`config.mk`:
```
export PLATFORM = sky130hd
export DESIGN_NAME = mem_info_gen
export DESIGN_NICKNAME = d
export VERILOG_FILES = /design/src/rtl/mem_info_gen.sv
export SDC_FILE = /design/constraint.sdc
export NUM_CORES = 1
export LEC_CHECK = 0
export ABC_CLOCK_PERIOD_IN_PS = 2250
export CAP_MARGIN = 25
export CORE_MARGIN = 3
export CORE_UTILIZATION = 25
export CTS_CLUSTER_DIAMETER = 40
export DETAILED_ROUTE_END_ITERATION = 8
export GPL_TIMING_DRIVEN = 0
export PLACE_DENSITY = 0.58
export SYNTH_ARGS = -nofsm -noshare
export SYNTH_HDL_FRONTEND = slang
export SYNTH_SLANG_ARGS = --single-unit
```
`constraint.sdc`:
```
create_clock -name clk -period 2.25 [get_ports clk]
set_clock_uncertainty 0.15 [all_clocks]
set_input_delay 0.3375 -clock clk [delete_from_list [all_inputs] [get_ports clk]]
set_output_delay 0.3375 -clock clk [all_outputs]
set_load 0.005 [all_outputs]
```
`src/rtl/mem_info_gen.sv`:
```
// MEM-stage controller: drives the data-SRAM handshake for loads/stores and
// publishes the {w_data, w_addr, w_en, finish} forwarding bundle to ID.
module mem_info_gen #(
  parameter int DATA_W = 32,
  parameter int REG_AW = 5,
  parameter int INFO_W = DATA_W + REG_AW + 2
) (
  input  logic              clk,
  input  logic              rstn,
  input  logic              ex_valid,
  output logic              ms_allowin,
  input  logic [2:0]        ex_op,
  input  logic [1:0]        ex_size,
  input  logic [DATA_W-1:0] ex_addr,
  input  logic [DATA_W-1:0] ex_st_data,
  input  logic [REG_AW-1:0] ex_w_addr,
  input  logic              ex_w_en,
  input  logic              flush,
  output logic              req,
  output logic              wr,
  output logic [1:0]        size,
  output logic [3:0]        wstrb,
  output logic [DATA_W-1:0] addr,
  output logic [DATA_W-1:0] wdata,
  input  logic              addr_ok,
  input  logic              data_ok,
  input  logic [DATA_W-1:0] rdata,
  output logic              ms_valid,
  input  logic              wb_allowin,
  output logic [INFO_W-1:0] info_data_mem
);

  localparam logic [2:0] OP_NONE = 3'd0;
  localparam logic [2:0] OP_LDW  = 3'd1;
  localparam logic [2:0] OP_LDB  = 3'd2;
  localparam logic [2:0] OP_LDBU = 3'd3;
  localparam logic [2:0] OP_LDH  = 3'd4;
  localparam logic [2:0] OP_LDHU = 3'd5;
  localparam logic [2:0] OP_STW  = 3'd6;
  localparam logic [2:0] OP_ST   = 3'd7;

  typedef enum logic [2:0] {
    S_IDLE  = 3'd0,
    S_REQ   = 3'd1,
    S_WAIT  = 3'd2,
    S_DONE  = 3'd3,
    S_DRAIN = 3'd4
  } state_e;

  state_e              state_q, state_d;
  logic [2:0]          op_q, op_d;
  logic [DATA_W-1:0]   addr_q, addr_d;
  logic [DATA_W-1:0]   wdata_q, wdata_d;
  logic [3:0]          wstrb_q, wstrb_d;
  logic [1:0]          size_q, size_d;
  logic                wr_q, wr_d;
  logic [REG_AW-1:0]   w_addr_q, w_addr_d;
  logic                w_en_q, w_en_d;
  logic [DATA_W-1:0]   w_data_q, w_data_d;

  logic                accept;
  logic                is_store;
  logic [1:0]          st_size;
  logic [1:0]          mem_size;
  logic [DATA_W-1:0]   resp_data;
  logic                finish;

  function automatic logic [DATA_W-1:0] load_extract(input logic [2:0]        op,
                                                     input logic [1:0]        ofs,
                                                     input logic [DATA_W-1:0] rd);
    logic [7:0]  b;
    logic [15:0] h;
    b = rd[{ofs, 3'b000} +: 8];
    h = rd[{ofs[1], 4'b0000} +: 16];
    case (op)
      OP_LDB:  load_extract = {{(DATA_W-8){b[7]}}, b};
      OP_LDBU: load_extract = {{(DATA_W-8){1'b0}}, b};
      OP_LDH:  load_extract = {{(DATA_W-16){h[15]}}, h};
      OP_LDHU: load_extract = {{(DATA_W-16){1'b0}}, h};
      default: load_extract = rd;
    endcase
  endfunction

  function automatic logic [3:0] store_wstrb(input logic [1:0] sz, input logic [1:0] ofs);
    case (sz)
      2'd0:    store_wstrb = 4'b0001 << ofs;
      2'd1:    store_wstrb = 4'b0011 << ofs;
      default: store_wstrb = 4'hF;
    endcase
  endfunction

  function automatic logic [DATA_W-1:0] store_wdata(input logic [1:0] sz,
                                                    input logic [DATA_W-1:0] d);
    case (sz)
      2'd0:    store_wdata = {(DATA_W/8){d[7:0]}};
      2'd1:    store_wdata = {(DATA_W/16){d[15:0]}};
      default: store_wdata = d;
    endcase
  endfunction

  assign ms_allowin = (state_q == S_IDLE) || ((state_q == S_DONE) && wb_allowin);
  assign accept     = ex_valid && ms_allowin && !flush;
  assign is_store   = (ex_op == OP_STW) || (ex_op == OP_ST);

  // An out-of-range store size (3) is treated as a word access.
  assign st_size = ((ex_op == OP_STW) || (ex_size == 2'd3)) ? 2'd2 : ex_size;

  always_comb begin
    mem_size = 2'd2;
    case (ex_op)
      OP_LDB, OP_LDBU: mem_size = 2'd0;
      OP_LDH, OP_LDHU: mem_size = 2'd1;
      OP_STW, OP_ST:   mem_size = st_size;
      default:         mem_size = 2'd2;
    endcase
  end

  assign resp_data = wr_q ? '0 : load_extract(op_q, addr_q[1:0], rdata);

  always_comb begin
    state_d  = state_q;
    op_d     = op_q;
    addr_d   = addr_q;
    wdata_d  = wdata_q;
    wstrb_d  = wstrb_q;
    size_d   = size_q;
    wr_d     = wr_q;
    w_addr_d = w_addr_q;
    w_en_d   = w_en_q;
    w_data_d = w_data_q;

    case (state_q)
      S_REQ: begin
        if (flush) begin
          // A same-cycle response means nothing remains outstanding to swallow.
          if (addr_ok && !data_ok) begin
            state_d = S_DRAIN;
            w_en_d  = 1'b0;
          end else begin
            state_d = S_IDLE;
          end
        end else if (addr_ok) begin
          if (data_ok) begin
            state_d  = S_DONE;
            w_data_d = resp_data;
          end else begin
            state_d = S_WAIT;
          end
        end
      end
      S_WAIT: begin
        if (flush) begin
          state_d = data_ok ? S_IDLE : S_DRAIN;
          w_en_d  = 1'b0;
        end else if (data_ok) begin
          state_d  = S_DONE;
          w_data_d = resp_data;
        end
      end
      S_DONE: begin
        if (flush || wb_allowin) state_d = S_IDLE;
      end
      S_DRAIN: begin
        if (data_ok) state_d = S_IDLE;
      end
      default: state_d = S_IDLE;
    endcase

    if (accept) begin
      state_d  = (ex_op == OP_NONE) ? S_DONE : S_REQ;
      op_d     = ex_op;
      addr_d   = ex_addr;
      w_addr_d = ex_w_addr;
      w_en_d   = ex_w_en && !is_store;
      wr_d     = is_store;
      size_d   = mem_size;
      wstrb_d  = is_store ? store_wstrb(st_size, ex_addr[1:0]) : 4'h0;
      wdata_d  = is_store ? store_wdata(st_size, ex_st_data) : '0;
      w_data_d = (ex_op == OP_NONE) ? ex_addr : '0;
    end
  end

  always_ff @(posedge clk or negedge rstn) begin
    if (!rstn) begin
      state_q  <= S_IDLE;
      op_q     <= '0;
      addr_q   <= '0;
      wdata_q  <= '0;
      wstrb_q  <= '0;
      size_q   <= '0;
      wr_q     <= 1'b0;
      w_addr_q <= '0;
      w_en_q   <= 1'b0;
      w_data_q <= '0;
    end else begin
      state_q  <= state_d;
      op_q     <= op_d;
      addr_q   <= addr_d;
      wdata_q  <= wdata_d;
      wstrb_q  <= wstrb_d;
      size_q   <= size_d;
      wr_q     <= wr_d;
      w_addr_q <= w_addr_d;
      w_en_q   <= w_en_d;
      w_data_q <= w_data_d;
    end
  end

  // Request-side outputs are gated so they read zero outside REQ.
  assign req    = (state_q == S_REQ);
  assign wr     = req && wr_q;
  assign size   = req ? size_q : 2'd0;
  assign wstrb  = req ? wstrb_q : 4'h0;
  assign addr   = req ? addr_q : '0;
  assign wdata  = req ? wdata_q : '0;

  assign ms_valid = (state_q == S_DONE);
  assign finish   = (state_q == S_DONE);

  assign info_data_mem = (state_q == S_IDLE) ? '0
                       : {(finish ? w_data_q : {DATA_W{1'b0}}), w_addr_q, w_en_q, finish};

endmodule

```
After elaboration in Yosys (flattened, before gate mapping)
Cells that the tools add are included.
- register bits: 115
- input port bits: 114
- muxes and demuxes: 38
- reductions and logical operators: 23
- shift-type cells: 4
- equality and inequality tests: 26
- operators with widths (kind ; count):
    32-bit 2-to-1 mux ; 11
    32-bit one-hot mux with 2 select lines ; 2
    32-bit one-hot mux with 4 select lines ; 1
    39-bit 2-to-1 mux ; 1
    32-bit by 6-bit variable part select with 16-bit output ; 1
    32-bit by 6-bit variable part select with 8-bit output ; 1
    3-bit 2-to-1 mux ; 9
    3-bit equality test (second input constant) ; 7
    3-bit by 2-bit equality test with 1-bit output (second input constant) ; 6
    3-bit one-hot mux with 4 select lines ; 1
    4-bit AND reduction ; 3
    3-bit by 2-bit != test with 1-bit output (second input constant) ; 3
    3-bit != test (second input constant) ; 3
    4-bit 2-to-1 mux ; 2
    4-bit one-hot mux with 2 select lines ; 1
    1-bit logical AND ; 6
    3-bit logical NOT ; 2
    2-bit 2-to-1 mux ; 3
    3-bit by 1-bit != test with 1-bit output (second input constant) ; 2
    2-bit one-hot mux with 3 select lines ; 1
    2-bit OR reduction ; 3
    1-bit 2-to-1 mux ; 5
    1-bit logical OR ; 4
    4-bit by 2-bit != test with 1-bit output (second input constant) ; 1
    10 further kinds ; 12

Depth between registers and ports, before layout
Gate-level depths: netlist of run 1.
- depth in word-level cells: 8
- mapped depth: 8
- depth with buffers taken out: 4

Least setup slack after synthesis of run 1
Ideal clock, no wire load.
- path type: reg2reg
- start point: reg state_q[2]
- end point: reg w_data_q[6]
- data arrival time: 1.657 ns
- library setup time: 0.126 ns
- path buffers: 2
- slack: 0.317 ns
- cell stages (with the launch flop): 7
- data required time: 1.974 ns
- cell sequence: dfrtp_1 > buf_6 > or3b_4 > o2bb2ai_2 > and2_0 > clkbuf_2 > a221o_1
- cells in the longest elaborated chain, start to end: 7
- elaborated cells on any way between the ends: 15
- classes of those cells: eq/ne: 6; mux: 2; reduce/logical: 7
- ends and longest elaborated chain (item ; line ; text):
    from (decl) ; 50 ; state_e state_q, state_d;
    from (signal assigned) ; 196 ; state_q <= state_d;
    3-bit by 2-bit equality test with 1-bit output ; 101 ; assign ms_allowin = (state_q == S_IDLE) || ((state_q == S_DONE) && wb_allowin);
    1-bit logical AND ; 101 ;
    1-bit logical OR ; 101 ;
    1-bit logical AND (2 in a row) ; 102 ; assign accept = ex_valid && ms_allowin && !flush;
    3-bit by 1-bit != test with 1-bit output (no source line), or another cell as far along ; n/a ;
    4-bit AND reduction (no source line) ; n/a ;
    to (signal assigned) ; 205 ; w_data_q <= w_data_d;
    to (decl) ; 59 ; logic [DATA_W-1:0] w_data_q, w_data_d;
Several ways; a longest one is shown, not always the timed one.
A chain may end at the register's enable or synchronous reset.

Final worst setup path of run 1
- start point: reg state_q[0]
- end point: out info_data_mem[17]
- cells in the longest elaborated chain, start to end: 3
- elaborated cells on any way between the ends: 4
- classes of those cells: eq/ne: 1; mux: 2; reduce/logical: 1
- ends and longest elaborated chain (item ; line ; text):
    3-bit by 2-bit equality test with 1-bit output ; 218 ; assign finish = (state_q == S_DONE);
    32-bit 2-to-1 mux ; 221 ; : {(finish ? w_data_q : {DATA_W{1'b0}}), w_addr_q, w_en_q, finish};
    39-bit 2-to-1 mux * ; 220 ; assign info_data_mem = (state_q == S_IDLE) ? '0
    to (decl) ; 30 ; output logic [INFO_W-1:0] info_data_mem
Mark *: on every way between the ends. The rest lies on a longest branch, timed or not.

==> reports/summary.md, run 1 <==
The flow ran to the end, but the final reports show violations. The checks that failed: setup timing. The number of global-route vias before repair is 6960.

The area fraction in compound gates after synthesis was 0.1576; the sequential cell area was 2878 um^2. Cell taking the most area after synthesis: dfrtp_1. The largest single stage delay on the critical path is 400 ps. The fraction of final layout cells sized beyond drive strength 1 was 0.2996. The worst setup path is launched from a flop.

For the largest buffer count on any clock path, the log shows 2. The tools report the number of cells in the finished layout apart from fillers as 1409. The number of port buffers is 225. The tools report the number of pins exceeding their max-slew limit in the final report as 0.

The post-route clock period utilization was 1.077. In the routed design, unresolved DRC markers number 0. Yosys printed 0 warnings.

The run gives 115 as the total number of clock tree sinks. The die is 168.2 um tall. Class of the tightest hold or removal check: primary input to async pin.

The initial antenna violation count was 1. The first global-routing pass estimated 42360 um of wire. After synthesis, the cell types taking the most area are dfrtp_1 (44%), and2_1 (12%), nand2_1 (11%). Final-report setup violation count: 95. The number of buffers and inverters on the critical path is 5. The most used flip-flop cell after synthesis is dfrtp_1. The logs give 5.143 nW for the leakage power summed over all cells and 28280 um^2 for the full die area. The worst path setup slack after routing is -174.2 ps, and the flop and latch count out of synthesis is 115. The worst setup path is captured at an output pin. The placement row count is 58, and the clock-pin slew on the worst setup and hold paths is 60 ps.

Number of hold-slack violations in the final timing report: 0. The per-instance average area after synthesis was 8.550 um^2; the peak fanout along the critical path was 5. The slowest stage of the critical path belongs to the cell dfrtp_1. For the pin with the worst max-slew slack, the measured transition is 699.2 ps. The number of nets in the layout is 1179, and the number of buffers created by CTS is 17. The detail-routed net length per standard cell was 19.89 um. At the later pin of the worst-skew pair, clock insertion delay measures 420 ps. The logs give 0.0004784 V for the largest voltage drop on the vdd net and 28030 um for the total detailed-routing wirelength. In this run, the number of DRC markers left after iteration 0 of detailed routing was 431.

The most common cell in the synthesized netlist is nand2_1. Measured along the x axis, the die boundary spans 168.2 um. Based on the critical path, the design can be clocked at up to 0.4125 GHz. The fraction of synthesized area in multiplexers came out at 0.04148. Routability-driven placement finished with a final weighted congestion of 0.8760.

The netlist uses 54 different library cells. The smallest clock period supported by the final layout is computed as 2424 ps. The fraction of post-synthesis cell area in the top cell type by area works out to 0.4377.

The signal on the critical path passes through buf_6, nand2_2, nor2_4, buf_12, buf_8, clkbuf_16, and2_1, dlygate4sd2_1. The area added between synthesis and finish was 67.73%; the area of the mapped netlist was 6575 um^2. The tool flagged a number of max-cap violations equal to 0. The run gives 267.1 ps as the final hold slack. After filler insertion, the fill cell instance count of the layout stands at 2573. The first TritonRoute pass finished after 5 iterations. Including well taps, the total number of placed cells is 1325.

The part of the Yosys area used for sequential elements came out at 0.4377. The async set-or-reset flop fraction in the synthesized netlist was 1.000. The synthesized design contains 0 enable-type register cells.

The clock tree synthesis step divided the H-tree into 4 levels. Before CTS, the worst setup slack after placement is -837.1 ps. For the worst setup path, the data required time is 1760 ps. The number of nets in the synthesized netlist is 883. The logs give 0 for the final global-route overflow total and 0.1958 for the overall global routing resource usage. The synthesized instance count came out at 769.

For this block, the via count after detailed routing is 6754. The adder-cell area share of the yosys netlist is 0, and the setup TNS is -9111 ps. The power density of the placed cells works out to 995.7 nW/um^2. The family with the most delay on the worst path was buffers and inverters. The final antenna-violating net count is 0.

Setup repair after global routing could not meet its margin everywhere. The placed wire-length estimate after detailed placement came out at 20120 um. TritonCTS built the clock tree.

The starting density of the core is 0.2574. The area fraction in and, or, nand and nor cells after synthesis works out to 0.3134. The floorplan step defined a core boundary enclosing 25540 um^2. Dividing the detail-routed via count by the number of cells gives 4.793. The tools report the I/O pin count as 227. The cell sitting at the root of the clock tree is a clkbuf_16. The setup path with the least slack is of type flop to output pin. The tools report the area of the multi-input gates as 3647 um^2. The xor-xnor portion of the synthesized cell area works out to 0.001332.

Power comes to 10.98 mW. The arrival time reported for the critical path endpoint came out at 1940 ps. After synthesis, the most frequently instantiated cells are nand2_1 (193), and2_1 (126), dfrtp_1 (115), clkbuf_1 (33). The largest family of logic cells by synthesized area was simple AND/OR/NAND/NOR gates. The maximum number of pins on one net before global-route repair is 71.

The run gives 0.5330 as the worst-case headroom to the max-slew limit.
[path summary, 6_finish.rpt]
kind	slack (ps)	end	from	cells after the start
worst min register to register	320	w_addr_q[3]	w_addr_q[3]	2
worst max-delay path	-170	info_data_mem[17]	state_q[0]	8
worst max register to register	30	w_data_q[10]	state_q[0]	9
worst min-delay path	270	addr_q[10]	rstn	2
max in group asynchronous	960	w_data_q[4]	rstn	3
min in group clk	300	w_addr_q[1]	ex_w_addr[1]	3
[timing repair]
item | 4_1_cts | 5_1_grt
endpoints found under the hold margin | 45 | 0
cloned | 7 | 1
hold buffers | 1 | 0
buffers inserted | 32 | 15
endpoints found under the setup margin | 199 | 215
resized for setup | 554 | 106
pin swaps | 58 | 15
[final cells by class]
class                      count  share of cell area
tap                          330             0.03744
clock buffer                  20             0.04232
multi-input combinational    588              0.3307
timing repair buffer         280              0.2591
sequential                   115              0.2609
antenna                        1           0.0002269
clock inverter                12             0.01827
inverter                       3            0.001021
buffer                        60             0.04992
[through the flow]
stage                     instance area, um^2    util
after detailed placement                 9269  0.3629
after global routing                    11030  0.4317
after CTS                               10740  0.4203
after floorplan                          6575       -
final                                   11030  0.4317
after global placement                   9240  0.3617
[report_power, final]
group | switching [mW] | internal [mW]
Combinational | 2.25 | 2.40
Clock | 1.05 | 2.06
Sequential | 0.423 | 2.81
Total | 3.72 | 7.26
[state kept, by name, indices dropped and copies added (netlist names), 2 cells and up]
name	cells
wdata_q	32
state_q	3
op_q	3
size_q	2
w_addr_q	5
addr_q	32
wstrb_q	4
w_data_q	32
[logic make-up (layout without fill, tap and decap cells)]
group | after synthesis | after routing
buffers and inverters | 66 | 375
flip-flops | 115 | 115
XOR/XNOR | 1 | 1
AND/OR/NAND/NOR | 420 | 420
multiplexers | 27 | 27
other | 0 | 1
AO/OA/AOI/OAI | 140 | 140
[placed cells by master, fill, tap and decap left out, types with 3 or more instances in the layout]
cell type          n
nand2_1          191
dfrtp_1          115
clkdlybuf4s50_1  112
buf_6             93
and2_4            70
and2_1            56
buf_4             29
a31oi_1           27
o21ai_0           27
clkbuf_16         25
nor2_1            25
nor3_1            25
buf_2             24
mux2i_1           24
o221ai_1          23
dlygate4sd2_1     22
nor2b_1           19
clkbuf_2          19
a221o_1           14
buf_8             13
o31ai_1           11
a21oi_1           10
nand3_1            9
clkbuf_4           6
a211oi_1           6
clkbuf_1           5
bufinv_16          5
buf_12             5
clkbuf_8           4
a21o_1             3
inv_1              3
nand2b_1           3
[routing by layer]
layer / global-route usage / wire length, um / vias to the layer above
met5: 0 / 0 / -
met3: 0.06081 / 2177 / 20
met4: 0.04482 / 316 / 0
met1: 0.2536 / 12310 / 3267
li1: - / - / 3226
met2: 0.3219 / 13220 / 241
[worst reg2reg max path: stages, from the launching register on]
cell	delay (ps)
dfrtp_1	400
buf_6	140
buf_6	110
buf_6	110
buf_4	150
and3_1	200
o2bb2ai_4	240
buf_4	210
o221ai_1	190
a31oi_1	230
Power figures use the tool's default switching activity.
==> run 2, diff against run 1 <==
- ABC_AREA: unset -> 1
- PLACE_DENSITY: 0.58 -> 0.57
- SETUP_SLACK_MARGIN: unset -> 0.5
==> reports/summary.md, run 2 <==
For the net count of the mapped netlist, the log shows 1240 (was 883). The primary flip-flop cell chosen by synthesis mapping is dfrtp_1 (unchanged). The number of pins exceeding their max-slew limit in the final report was 0 (unchanged). The leakage power summed over all cells came out at 6.671 nW (was 5.143 nW). Synth cell count leaders: nand2_1 (277), inv_1 (252), nor2_1 (170), dfrtp_1 (115), o21ai_0 (92) (was nand2_1 (193), and2_1 (126), dfrtp_1 (115), clkbuf_1 (33)). The combinational share of power is 0.594 (was 0.423), and the delay contributed by the slowest stage of the critical path is 440 ps (was 400 ps). The worst-case headroom to the max-slew limit is 0.6170 (was 0.5330), and the clock group share of total power is 0.186 (was 0.283). The number of antenna diodes is 0 (was 1), and the per-instance average area after synthesis is 6.383 um^2 (was 8.550 um^2). The flop and latch count out of synthesis is 115 (unchanged), and the global-route wire length before repair is 47600 um (was 42360 um). The logs give 0.4481 GHz (was 0.4125 GHz) for the maximum clock frequency and 0.9621 (was 0.8760) for the final estimated routing congestion in global placement. For the largest voltage drop on the vdd net, the log shows 0.0004988 V (was 0.0004784 V). The setup TNS is 0 ps (was -9111 ps).

The die width came out at 175.6 um (was 168.2 um). The tools report the placed wire-length estimate after detailed placement as 21900 um (was 20120 um). The fraction of post-synthesis cell area in the top cell type by area was 0.4004 (was 0.4377); the post-route clock period utilization was 0.9919 (was 1.077). The fraction of power consumed by sequential logic was 0.220 (was 0.294). The class of the tightest hold or removal check is primary input to async pin (unchanged).

The post-detailed-route DRC marker count was 0 (unchanged); the number of hold-slack violations in the final timing report was 0 (unchanged). The distinct cell type count of the synthesized netlist is 25 (was 54). The max capacitance violation total was 0 (unchanged); the net switching power of the design was 6.741 mW (was 3.719 mW). The run finished with clean final reports. The die height is 175.6 um (was 168.2 um). Required time reported for the critical path endpoint: 1760 ps (about the same). The number of instances in the placed design is 1731 (was 1325), and the overall global routing resource usage is 0.1999 (was 0.1958).

Cell types with the largest area share after synthesis: dfrtp_1 (40%), nand2_1 (14%), inv_1 (13%) (was dfrtp_1 (44%), and2_1 (12%), nand2_1 (11%)). Power density of the placed cells: 1180 nW/um^2 (was 995.7 nW/um^2). Transition time of the tightest slew-check pin: 570.7 ps (was 699.2 ps). Setup repair after global routing could not meet its margin everywhere.

For the total core area, the log shows 28090 um^2 (was 25540 um^2). The clock period minus worst slack works out to 2232 ps (was 2424 ps). Largest registers: addr_q: 32 flops, w_data_q: 32 flops, wdata_q: 32 flops (unchanged). The area of all placed cells without fillers was 13190 um^2 (was 11030 um^2); the fraction of power spent switching nets was 0.4331 (was 0.3387). The detail-routed net length per standard cell works out to 17.31 um (was 19.89 um). The run gives 0 (unchanged) as the synthesis warning total. The tools report the type of element capturing the critical path as an output pin (unchanged). Number of port buffers: 226 (was 225). The final-report setup violation count was 0 (was 95). The async set-or-reset flop fraction in the synthesized netlist came out at 1.000 (unchanged). The full die area is 30820 um^2 (was 28280 um^2). The detailed-router iteration count before antenna repair was 5 (unchanged). The number of buffers and inverters on the critical path was 5 (unchanged). Internal cell power: 8.825 mW (was 7.261 mW).

The highest-delay cell along the critical path was dfrtp_2 (was dfrtp_1). Number of buffers created by CTS: 17 (unchanged). The count of flip-flops with a built-in enable after synthesis is 0 (unchanged), and the total detailed-routing wirelength is 32290 um (was 28030 um).

For the final global-route overflow total, the log shows 0 (unchanged). The iteration-0 DRC count of the detailed router came out at 554 (was 431). For the starting density of the core, the log shows 0.2559 (was 0.2574). Commonest cells after routing, fill and taps aside: inv_1 (240), nand2_1 (236), dfrtp_1 (113) (was nand2_1 (191), dfrtp_1 (115), clkdlybuf4s50_1 (112)).

The clock-pin slew on the worst setup and hold paths was 60 ps (about the same). The most frequent cell after synthesis was nand2_1 (unchanged). The tools report the largest buffer count on any clock path as 2 (unchanged). The clock insertion delay at the later pin of the skew report came out at 430 ps (was 420 ps). The final antenna-violating net count was 0 (unchanged); the fraction of final layout cells sized beyond drive strength 1 was 0.3497 (was 0.2996). The cell taking the most area after synthesis is dfrtp_1 (unchanged). The commonest non-fill, non-tap cell in the layout was inv_1 (was nand2_1).

The family with the most delay on the worst path was buffers and inverters (unchanged). The instance area after placement came out at 9951 um^2 (was 9269 um^2). The total number of clock tree sinks was 115 (unchanged); the peak fanout along the critical path was 7 (was 5). The via density per instance was 4.561 (was 4.793); the maximum number of pins on one net before global-route repair was 78 (was 71). Root buffer cell: clkbuf_16 (unchanged). The number of global-route vias before repair is 8376 (was 6960). The critical path class was flop to output pin (unchanged). The logs give 8506 (was 6754) for the via count of the routed design and 4 (unchanged) for the deepest level of the CTS H-tree. Placement row count: 61 (was 58). Startpoint type of the worst setup path: a flop (unchanged). The I/O pin count is 227 (unchanged).

TritonCTS built the clock tree. The tools report the arrival time reported for the critical path endpoint as 1740 ps (was 1940 ps). The synthesized instance count was 1126 (was 769).

The number of cells in the finished layout apart from fillers is 1865 (was 1409), and the area added between synthesis and finish is 83.55% (was 67.73%). Cells traversed along the worst timing path: inv_4, nand3_4, buf_12, buf_8, clkbuf_16, nor2_4, buf_2 (was buf_6, nand2_2, nor2_4, buf_12, buf_8, clkbuf_16, and2_1, dlygate4sd2_1). The number of nets in the layout was 1588 (was 1179).

Initial antenna violation count: 0 (was 1). The area of the mapped netlist is 7187 um^2 (was 6575 um^2). The run gives 0.4004 (was 0.4377) as the part of the Yosys area used for sequential elements.
run 2: cell types whose count changed after synthesis, sizes merged, moves of 21 or more:
| cell | delta |
|---|---|
| a31oi | -27 |
| and2 | -127 |
| inv | +253 |
| mux2i | -25 |
| nand2 | +88 |
| nand3 | +35 |
| nand4 | +21 |
| nor2 | +144 |
| nor3 | -24 |
| o21ai | +68 |
| o221ai | -23 |
| o22ai | +21 |
run 2: cells by family after synthesis:
kind of cell,share of synthesized area
AOI/OAI and AO/OA,0.1260
buffers and inverters,0.1715
DFF,0.4004
and+or+nand+nor,0.3021
run 2: what timing repair did:
action	4_1_cts	5_1_grt
buffers inserted	60	20
hold buffers	1	0
pin swaps	43	47
setup endpoints to repair	227	228
resized for setup	820	238
endpoints found under the hold margin	38	0
cloned	14	7
run 2: worst paths after layout:
path	slack, ps	to	cells after the start	start
hold / removal	250	addr_q[20]	2	rstn
max in group asynchronous	950	w_addr_q[1]	3	rstn
min in group clk	320	w_addr_q[2]	3	ex_w_addr[2]
setup reg to reg	70	wdata_q[22]	13	state_q[2]
hold reg to reg	320	w_data_q[7]	2	w_data_q[7]
setup / recovery	20	wdata[18]	7	state_q[1]
run 2: power groups by stage:
stage | logic [mW] | registers (mW) | clock network [mW]
final | 9.24 | 3.43 | 2.90
after global routing | 10.1 | 3.51 | 3.02
after CTS | 7.93 | 3.39 | 2.92
after detailed placement | 5.77 | 3.41 | 0
after global placement | 5.73 | 3.41 | 0
after floorplan | 3.54 | 3.30 | 0
run 2: per-stage QoR:
stage / setup WS [ps] / utilization / hold WS (ps) / power (mW)
after floorplan: 658.5 / - / -108.1 / 6.848
after global placement: -4314 / 0.3533 / 312.9 / 9.137
after detailed placement: -333.2 / 0.3543 / 133.8 / 9.185
after CTS: -7.833 / 0.4329 / 260.9 / 14.25
after global routing: -42.94 / 0.4697 / 295.0 / 16.64
final: 18.32 / 0.4697 / 251.6 / 15.57
run 2: metal layers:
| layer | GRT usage | vias up | wire [um] |
|---|---|---|---|
| met4 | 0.06368 | 0 | 737 |
| li1 | - | 4113 | - |
| met2 | 0.3284 | 285 | 15300 |
| met3 | 0.04107 | 59 | 1917 |
| met5 | 0 | - | 0 |
| met1 | 0.2644 | 4049 | 14340 |
run 2: final cells by class:
type | count | area, um^2
multi-input combinational | 695 | 4204
sequential | 115 | 2880
buffer | 60 | 747.0
inverter | 256 | 992.2
tap | 378 | 473.0
timing repair buffer | 329 | 3288
clock inverter | 15 | 181.4
clock buffer | 17 | 425.4
fill | 2849 | 14900
==> run 3, diff against run 2 <==
- CORE_MARGIN: 3 -> 2
- GPL_ROUTABILITY_DRIVEN: unset -> 0
==> reports/summary.md, run 3 (synthesis gave the netlist of run 2 again) <==
The die height is 173.6 um (was 175.6 um). The number of port buffers came out at 226 (unchanged). The post-placement worst setup slack was -324.3 ps (was -333.2 ps); the power density of the placed cells was 1164 nW/um^2 (was 1180 nW/um^2). The run gives 140 ps (was 70 ps) as the slack of the worst reg-to-reg path. The maximum number of pins on one net before global-route repair was 92 (was 78). The deepest level of the CTS H-tree was 4 (unchanged). The class of the tightest hold or removal check was primary input to async pin (unchanged). The root buffer cell was clkbuf_16 (unchanged).

Commonest cells after routing, fill and taps aside: nand2_1 (270), inv_1 (249), clkdlybuf4s50_1 (117) (was inv_1 (240), nand2_1 (236), dfrtp_1 (113)). The max capacitance violation total is 0 (unchanged), and the overall global routing resource usage is 0.1892 (was 0.1999). The run gives 0.210 (was 0.186) as the clock group share of total power. The tools report the largest buffer count on any clock path as 2 (unchanged).

Total detailed-routing wirelength: 29500 um (was 32290 um). The critical path class is flop to output pin (unchanged). Setup repair after global routing could not meet its margin everywhere. The starting density of the core was 0.2524 (was 0.2559).

The fraction of final layout cells sized beyond drive strength 1 was 0.2788 (was 0.3497); the count of cells along the worst register-to-register path was 12 (was 13). The iteration-0 DRC count of the detailed router was 535 (was 554). The final global-route overflow total is 0 (unchanged), and the worst-case headroom to the max-slew limit is 0.6194 (was 0.6170). The die width was 173.6 um (was 175.6 um); the total met3 wirelength after detailed routing was 1782 um (was 1917 um). The global-route wire length before repair is 44090 um (was 47600 um). The tools report the startpoint type of the worst setup path as a flop (unchanged). The tools report the type of element capturing the critical path as an output pin (unchanged).

The peak fanout along the critical path works out to 4 (was 7). The run gives 28470 um^2 (was 28090 um^2) as the total core area. The total number of clock tree sinks is 115 (unchanged). The post-route clock period utilization was 0.9918 (was 0.9919); the length of routed met2 wiring was 14010 um (was 15300 um). The number of nets in the layout was 1550 (was 1588). The commonest non-fill, non-tap cell in the layout is nand2_1 (was inv_1).

For the leakage power summed over all cells, the log shows 6.238 nW (was 6.671 nW). Endpoint of the most critical register-to-register path: addr_q[31] (was wdata_q[22]). Routed length on met1: 13050 um (was 14340 um). The maximum clock frequency came out at 0.4481 GHz (about the same). Largest registers: addr_q: 32 flops, w_data_q: 32 flops, wdata_q: 32 flops (unchanged). The top layer reached by signal wires is met5 (was met4). The tools report the worst path setup slack after routing as 18.37 ps (was 18.32 ps).

The area added between synthesis and finish was 69.31% (was 83.55%). TritonCTS built the clock tree. The logs give 14.16 mW (was 15.57 mW) for the sum of internal, switching and leakage power and 21440 um (was 21900 um) for the placed wire-length estimate after detailed placement. The clock period minus worst slack is 2232 ps (about the same), and the clock-pin slew on the worst setup and hold paths is 60 ps (about the same). The arrival time reported for the critical path endpoint is 1740 ps (about the same).

The final antenna-violating net count was 0 (unchanged). The final-report setup violation count was 0 (unchanged). The combinational share of power came out at 0.549 (was 0.594). The detailed-router iteration count before antenna repair is 5 (unchanged), and the fraction of power consumed by sequential logic is 0.241 (was 0.220). The reg-to-reg critical path startpoint is state_q[2] (unchanged). The internal cell power came out at 8.035 mW (was 8.825 mW). For the full die area, the log shows 30120 um^2 (was 30820 um^2). The largest voltage drop on the vdd net was 0.0004522 V (was 0.0004988 V).

The net switching power of the design was 6.126 mW (was 6.741 mW); the transition time of the tightest slew-check pin was 567.2 ps (was 570.7 ps). The detail-routed net length per standard cell was 16.08 um (was 17.31 um). The fraction of power spent switching nets is 0.4326 (was 0.4331).

The run finished with clean final reports. The tools report the post-detailed-route DRC marker count as 0 (unchanged). The run gives 0 (unchanged) as the number of hold-slack violations in the final timing report.

The via count of the routed design is 8173 (was 8506), and the number of global-route vias before repair is 7993 (was 8376). The number of buffers created by CTS is 17 (unchanged). The required time reported for the critical path endpoint was 1760 ps (about the same); the clock insertion delay at the later pin of the skew report was 420 ps (was 430 ps). The initial antenna violation count was 3 (was 0). The logs give 0 (unchanged) for the number of pins exceeding their max-slew limit in the final report and 227 (unchanged) for the I/O pin count. The placement row count is 62 (was 61).

The via density per instance was 4.454 (was 4.561).
==> run 3: changes by cell type in the layout (fill, tap and decap cells not counted), moves of 10 or more <==
cell and delta:
nand2_1 +34, buf_2 -22, clkbuf_2 +19, nand2_2 -26
o22ai_2 -10, o21ai_1 -20, buf_6 -21, buf_8 -15
o21ai_0 +23, buf_12 -11, o22ai_1 +10
==> run 3: area by class of cell <==
type                    instances  area, um^2
multi-input cells             696        3906
inverters                     256       983.4
diodes                          2       5.005
clock inverters                15       209.0
well taps                     384       480.5
repair buffers                290        2594
flip-flops and latches        115        2880
plain buffers                  60       684.4
fillers                      2984       16300
clock buffers                  17       425.4
==> run 3: routing by layer <==
metal / track usage / vias to the layer above
met5: 0 / -
met4: 0.06144 / 2
met3: 0.04781 / 44
met2: 0.3093 / 259
met1: 0.2446 / 3839
li1: - / 4029
==> run 3: worst max-delay path, cell delays in order, from the launching register on <==
cell	delay (ps)
dfrtp_2	400
buf_4	140
nand3_4	110
buf_6	160
clkbuf_16	150
buf_6	110
nor2_4	110
buf_2	140
==> run 3: power by group through the flow <==
| stage | Combinational, mW | Sequential, mW | Clock, mW |
|---|---|---|---|
| floorplan | 3.54 | 3.30 | 0 |
| global placement | 5.67 | 3.41 | 0 |
| detailed placement | 5.71 | 3.43 | 0 |
| CTS | 6.49 | 3.40 | 3.01 |
| global route | 8.61 | 3.51 | 3.10 |
| finish | 7.78 | 3.41 | 2.97 |
==> run 3: worst max path at each step <==
| stage | startpoint | endpoint | slack [ps] | depth (start not counted) |
|---|---|---|---|---|
| 2_1_floorplan | ex_op[1] | wdata_q[27] | 660 | 7 |
| 3_3_place_gp | rstn | addr_q[25] | -4390 | 1 |
| 3_5_place_dp | state_q[1] | addr[31] | -320 | 6 |
| 4_1_cts | state_q[0] | size[1] | 6 | 6 |
| 5_1_grt | state_q[2] | info_data_mem[22] | -20 | 7 |
| 6_report | state_q[0] | info_data_mem[22] | 20 | 7 |
==> run 3: stage by stage <==
stage / cells / cell area (um^2) / util / TNS [ps] / hold WS (ps)
floorplan: 1126 / 7187 / - / 0 / -108.1
global placement: 1736 / 9930 / 0.3488 / -529080 / 311.1
detailed placement: 1737 / 9958 / 0.3498 / -29290 / 78.82
CTS: 1807 / 11200 / 0.3933 / 0 / 194.3
global route: 1833 / 12160 / 0.4272 / -38.47 / 217.1
finish: 1835 / 12170 / 0.4274 / 0 / 190.1
==> run 3: timing repair <==
item | in CTS | in global routing
buffers inserted | 32 | 20
resized for setup | 391 | 451
endpoints found under the setup margin | 227 | 228
pin swaps | 11 | 21
cloned | 5 | 6
hold buffers | 1 | 0
endpoints found under the hold margin | 24 | 0
